===== src/rtl/aes_ctrl_shadow_writer.sv =====
// aes_ctrl_shadow_writer: issues the stage-then-commit write to a shadowed control register and supervises it.
// Optional readback compare in CHECK when AES_SHADOW_WR_READBACK_EN is defined.
module aes_ctrl_shadow_writer #(
  parameter int            DW          = 32,
  parameter logic [DW-1:0] RESVAL      = '0,
  parameter int            TIMEOUT_CYC = 16
) (
  input  logic          clk_i,
  input  logic          rst_i,
  input  logic          req_valid_i,
  output logic          req_ready_o,
  input  logic [DW-1:0] req_data_i,
  output logic          we_o,
  output logic [DW-1:0] wdata_o,
  input  logic          wr_ack_i,
  input  logic          err_update_i,
  input  logic [DW-1:0] rdata_i,
  output logic          done_o,
  output logic          err_o,
  output logic [1:0]    err_code_o,
  output logic [DW-1:0] mirror_q_o
);
  localparam int CW = TIMEOUT_CYC > 0 ? $clog2(TIMEOUT_CYC + 1) : 1;
  localparam logic [CW-1:0] LIM = CW'(TIMEOUT_CYC > 0 ? TIMEOUT_CYC - 1 : 0);
  typedef enum logic [2:0] {IDLE, STAGE, GAP, COMMIT, CHECK, RESP} state_t;
  state_t          r_state, w_next;
  logic [DW-1:0]   r_word, r_mirror;
  logic [CW-1:0]   r_cnt;
  logic [1:0]      r_code, w_code;
  logic            w_accept, w_timeout, w_rb_bad;
  assign w_accept  = req_ready_o && req_valid_i;
  // the wait cycle that brings the count to the limit times out unless it carries the ack
  assign w_timeout = TIMEOUT_CYC != 0 && we_o && !wr_ack_i && r_cnt == LIM;
`ifdef AES_SHADOW_WR_READBACK_EN
  assign w_rb_bad = rdata_i != r_word;
`else
  assign w_rb_bad = &{1'b0, rdata_i};
`endif
  assign wdata_o    = r_word;
  assign err_code_o = r_code;
  assign mirror_q_o = r_mirror;
  always_ff @(posedge clk_i)
    r_state <= rst_i ? IDLE : w_next;
  always_comb begin
    w_next = r_state;
    w_code = r_code;
    case (r_state)
      IDLE:    if (req_valid_i) begin w_next = STAGE; w_code = 2'd0; end
      STAGE:   if (w_timeout) begin w_next = RESP; w_code = 2'd1; end
               else if (wr_ack_i) w_next = GAP;
      GAP:     w_next = COMMIT;
      COMMIT:  if (w_timeout) begin w_next = RESP; w_code = 2'd1; end
               else if (wr_ack_i) begin
                 w_next = err_update_i ? RESP : CHECK;
                 w_code = err_update_i ? 2'd2 : 2'd0;
               end
      CHECK:   begin w_next = RESP; w_code = err_update_i ? 2'd2 : w_rb_bad ? 2'd3 : 2'd0; end
      RESP:    w_next = IDLE;
      default: w_next = IDLE;
    endcase
  end
  always_comb begin
    req_ready_o = r_state == IDLE;
    we_o        = r_state == STAGE || r_state == COMMIT;
    done_o      = r_state == RESP && r_code == 2'd0;
    err_o       = r_state == RESP && r_code != 2'd0;
  end
  always_ff @(posedge clk_i)
    if (rst_i) begin
      r_word   <= '0;
      r_cnt    <= '0;
      r_code   <= '0;
      r_mirror <= RESVAL;
    end else begin
      if (w_accept) r_word <= req_data_i;
      r_cnt  <= (we_o && !wr_ack_i) ? r_cnt + CW'(1) : '0;
      r_code <= w_code;
      if (done_o) r_mirror <= r_word;
    end
endmodule


===== config.mk =====
export PLATFORM = sky130hd
export DESIGN_NAME = aes_ctrl_shadow_writer
export DESIGN_NICKNAME = d
export VERILOG_FILES = /design/src/rtl/aes_ctrl_shadow_writer.sv
export SDC_FILE = /design/constraint.sdc
export NUM_CORES = 1
export LEC_CHECK = 0
export ABC_CLOCK_PERIOD_IN_PS = 2000
export BUFFER_PORTS_ARGS = -buffer_cell sky130_fd_sc_hd__buf_4
export CAP_MARGIN = 25
export CORE_ASPECT_RATIO = 2
export CORE_MARGIN = 5
export CORE_UTILIZATION = 45
export CTS_CLUSTER_SIZE = 8
export DETAILED_ROUTE_END_ITERATION = 10
export GPL_TIMING_DRIVEN = 0
export HOLD_SLACK_MARGIN = 0.1
export PLACE_DENSITY = 0.82
export SLEW_MARGIN = 10
export SYNTH_ARGS = -nofsm -noshare
export SYNTH_HDL_FRONTEND = slang
export SYNTH_SLANG_ARGS = --single-unit

===== constraint.sdc =====
create_clock -name clk_i -period 2 [get_ports clk_i]
set_input_delay 0 -clock clk_i [delete_from_list [all_inputs] [get_ports clk_i]]
set_output_delay 0 -clock clk_i [all_outputs]
set_load 0.03 [all_outputs]

==> flow_metrics.py <==
metrics = {
    "outcome": {
        "outcome": "completed",
    },
    "logic_synthesis": {
        "synthMuxAreaShare_pct": 0.362,
        "yosys_warnings": 0,
        "synthCells": 343,
        "synth.largest_area_cell": "dfxtp_1",
        "synth_area_leaders": "dfxtp_1 54%, nand2_1 18%, a21oi_1 11%",
        "ys_seq_elements": 74,
        "syn_area_um2": 2770,
        "syn-num-nets": 414,
        "synth_top_area_share_pct": 53.5,
        "synth_compound_area_share_pct": 15.3,
        "synth_seq_area_share_pct": 53.5,
        "synth-adder-area-share_pct": 0.904,
        "synth-simple-area-share_pct": 23.3,
        "avgSynthCellArea_um2": 8.07,
        "synth_cell_types": 31,
        "async_reset_ff_share_pct": 0,
        "synth_top_family_by_area": "simple AND/OR/NAND/NOR gates",
        "synth_edf_count": 0,
        "synthXorXnorAreaFrac_pct": 0.633,
        "synth_ff_type": "dfxtp_1",
    },
    "routing": {
        "vias_per_cell": 5.11,
        "ant_nets": 0,
        "drtIter0Drc": 188,
        "routed_wl_um": 8590,
        "vias": 2872,
        "avgRoutedWirePerCell_um": 15.3,
        "first_pass_iters": 4,
        "drc": 0,
    },
    "global_routing": {
        "antenna_found_initial": 0,
        "grt.total_usage_pct": 22.7,
        "grt_pass1_vias": 3014,
        "gr-total-overflow": 0,
        "grt_max_degree": 13,
        "grt_pass1_wl_um": 13700,
    },
    "clocking": {
        "cts.sink_count": 74,
        "clk_latency_ns": 0.34,
        "clockBufferDepth": 2,
        "cts_tree": "done",
        "path_clk_slew_ns": 0.06,
        "cts_root_buffer": "clkbuf_16",
        "h-tree-depth": 3,
        "numCtsBuffers": 9,
        "ctsResizeCount": 0,
    },
    "floorplan": {
        "ios": 139,
        "dieArea_um2": 7910,
        "die_y_um": 121,
        "rows": 40,
        "design.core.area_um2": 6010,
        "die_width_um": 65.5,
        "start_util_pct": 46.1,
    },
    "critical_path": {
        "crit_path_end_kind": "flop",
        "cp-start-kind": "flop",
        "path_class": "reg2reg",
        "crit_fanout": 3,
        "critPathArrivalTime_ns": 2.04,
        "crit_required_ns": 2.27,
    },
    "cells_and_area": {
        "layout_commonest_cell": "nand2_1",
        "synthToLayoutAreaGrowth_pct": 56.0,
        "fin_nets": 564,
        "fill_cells": 483,
        "final_cell_mix": "135 x nand2_1, 110 x buf_4, 74 x dfxtp_1",
        "stdcell_count": 562,
        "drive_gt1_share_pct": 29.7,
    },
    "sta": {
        "clock.fmax_mhz": 564,
        "post-route-period-util_pct": 88.7,
        "fin_skew_ns": 0.00452,
        "setup_viol": 0,
        "relSlewSlack_pct": 51.9,
        "tns_ns": 0,
        "tightest_slew_ns": 0.722,
        "drv_slew": 0,
        "rsz0062_at_grt": "false",
        "period_minus_slack_ns": 1.77,
        "holdWs_ns": 0.108,
        "hold_viol": 0,
    },
    "placed_design": {
        "gp_congestion": 0.797,
        "io_buffers": 105,
        "dp.cells": 511,
        "dp_hpwl_um": 5800,
    },
    "power": {
        "peakVddDrop_v": 0.000685,
        "total_power_mw": 3.97,
        "p_leak_nw": 1.82,
        "p_per_area_nw_per_um2": 919,
    },
    "min_path": {
        "min_path_type": "in2reg",
    },
    "run": {
        "drv_cap": 0,
    },
}
[per-stage QoR]
step                      util (%)  setup WS [ns]  area, um2
after floorplan                  -          0.344       2770
after global placement        60.5          0.277       3630
after detailed placement      60.5          0.217       3630
after CTS                     71.8          0.201       4310
after global routing          71.8         0.0572       4310
final                         71.9          0.226       4320
[synth_stat cells, types with 2 or more instances]
cell type	instances
nand2_1	135
dfxtp_1	74
a21oi_1	61
nor2_1	13
clkbuf_1	11
a21oi_2	9
buf_2	5
buf_4	5
buf_6	4
nand2b_1	3
and3_1	2
ha_1	2
[state kept, by name, indices dropped and copies added, names as in the netlist]
register / flops
r_state: 3
wdata_o: 32
r_cnt: 5
mirror_q_o: 32
err_code_o: 2
[routing by layer]
metal | global-route usage (%) | vias to the layer above | share of wire (%)
met2 | 41.8 | 112 | 57
met4 | 16.2 | 0 | 5.0
met1 | 21.2 | 1309 | 33
met5 | 0 | - | 0
met3 | 4.63 | 34 | 5.1
li1 | - | 1417 | -
[repair_timing]
| item | in CTS | in global routing |
|---|---|---|
| buffers inserted | 0 | 0 |
| endpoints found under the hold margin | 40 | 0 |
| hold buffers | 34 | 0 |
[kinds of logic after synthesis]
kind of cell	Yosys count
and+or+nand+nor	161
DFF	74
AOI/OAI and AO/OA	75
buffers and inverters	28
muxes	1
xor gates and xnor gates	2
adders and majority gates	2
[worst max-delay path, stage by stage (launching register included)]
cell and delay, ns:
dfxtp_1 0.35, ha_1 0.19, and3_1 0.17, ha_1 0.18
mux2i_1 0.10, o32a_1 0.22, or3b_1 0.37, a21oi_1 0.14
[cell type report]
cell class              count  area [um2]  share of cell area, %
clock buffers              12         267                   6.17
multi-input cells         241        1120                   26.0
inverters                   3        16.3                  0.377
flip-flops and latches     74        1480                   34.3
clock inverters             4        72.6                   1.68
plain buffers              25         149                   3.45
diodes                      1        2.50                 0.0580
repair buffers            139        1130                   26.1
well taps                  63        78.8                   1.83
[report_power, final]
part / total (mW) / internal, mW / switching (mW)
registers: 1.59 / 1.54 / 0.0480
clock network: 1.78 / 1.19 / 0.593
logic: 0.599 / 0.247 / 0.351
[path summary, 6_finish.rpt]
kind	from	endpoint	slack, ns	cells past startpoint
setup / recovery	r_cnt[0]	err_code_o[1]	0.23	7
hold / removal	req_valid_i	wdata_o[0]	0.11	4
setup reg to reg	r_cnt[0]	err_code_o[1]	0.23	7
hold reg to reg	mirror_q_o[0]	mirror_q_o[0]	0.45	2
No activity file was read; power rests on OpenSTA's default activity.
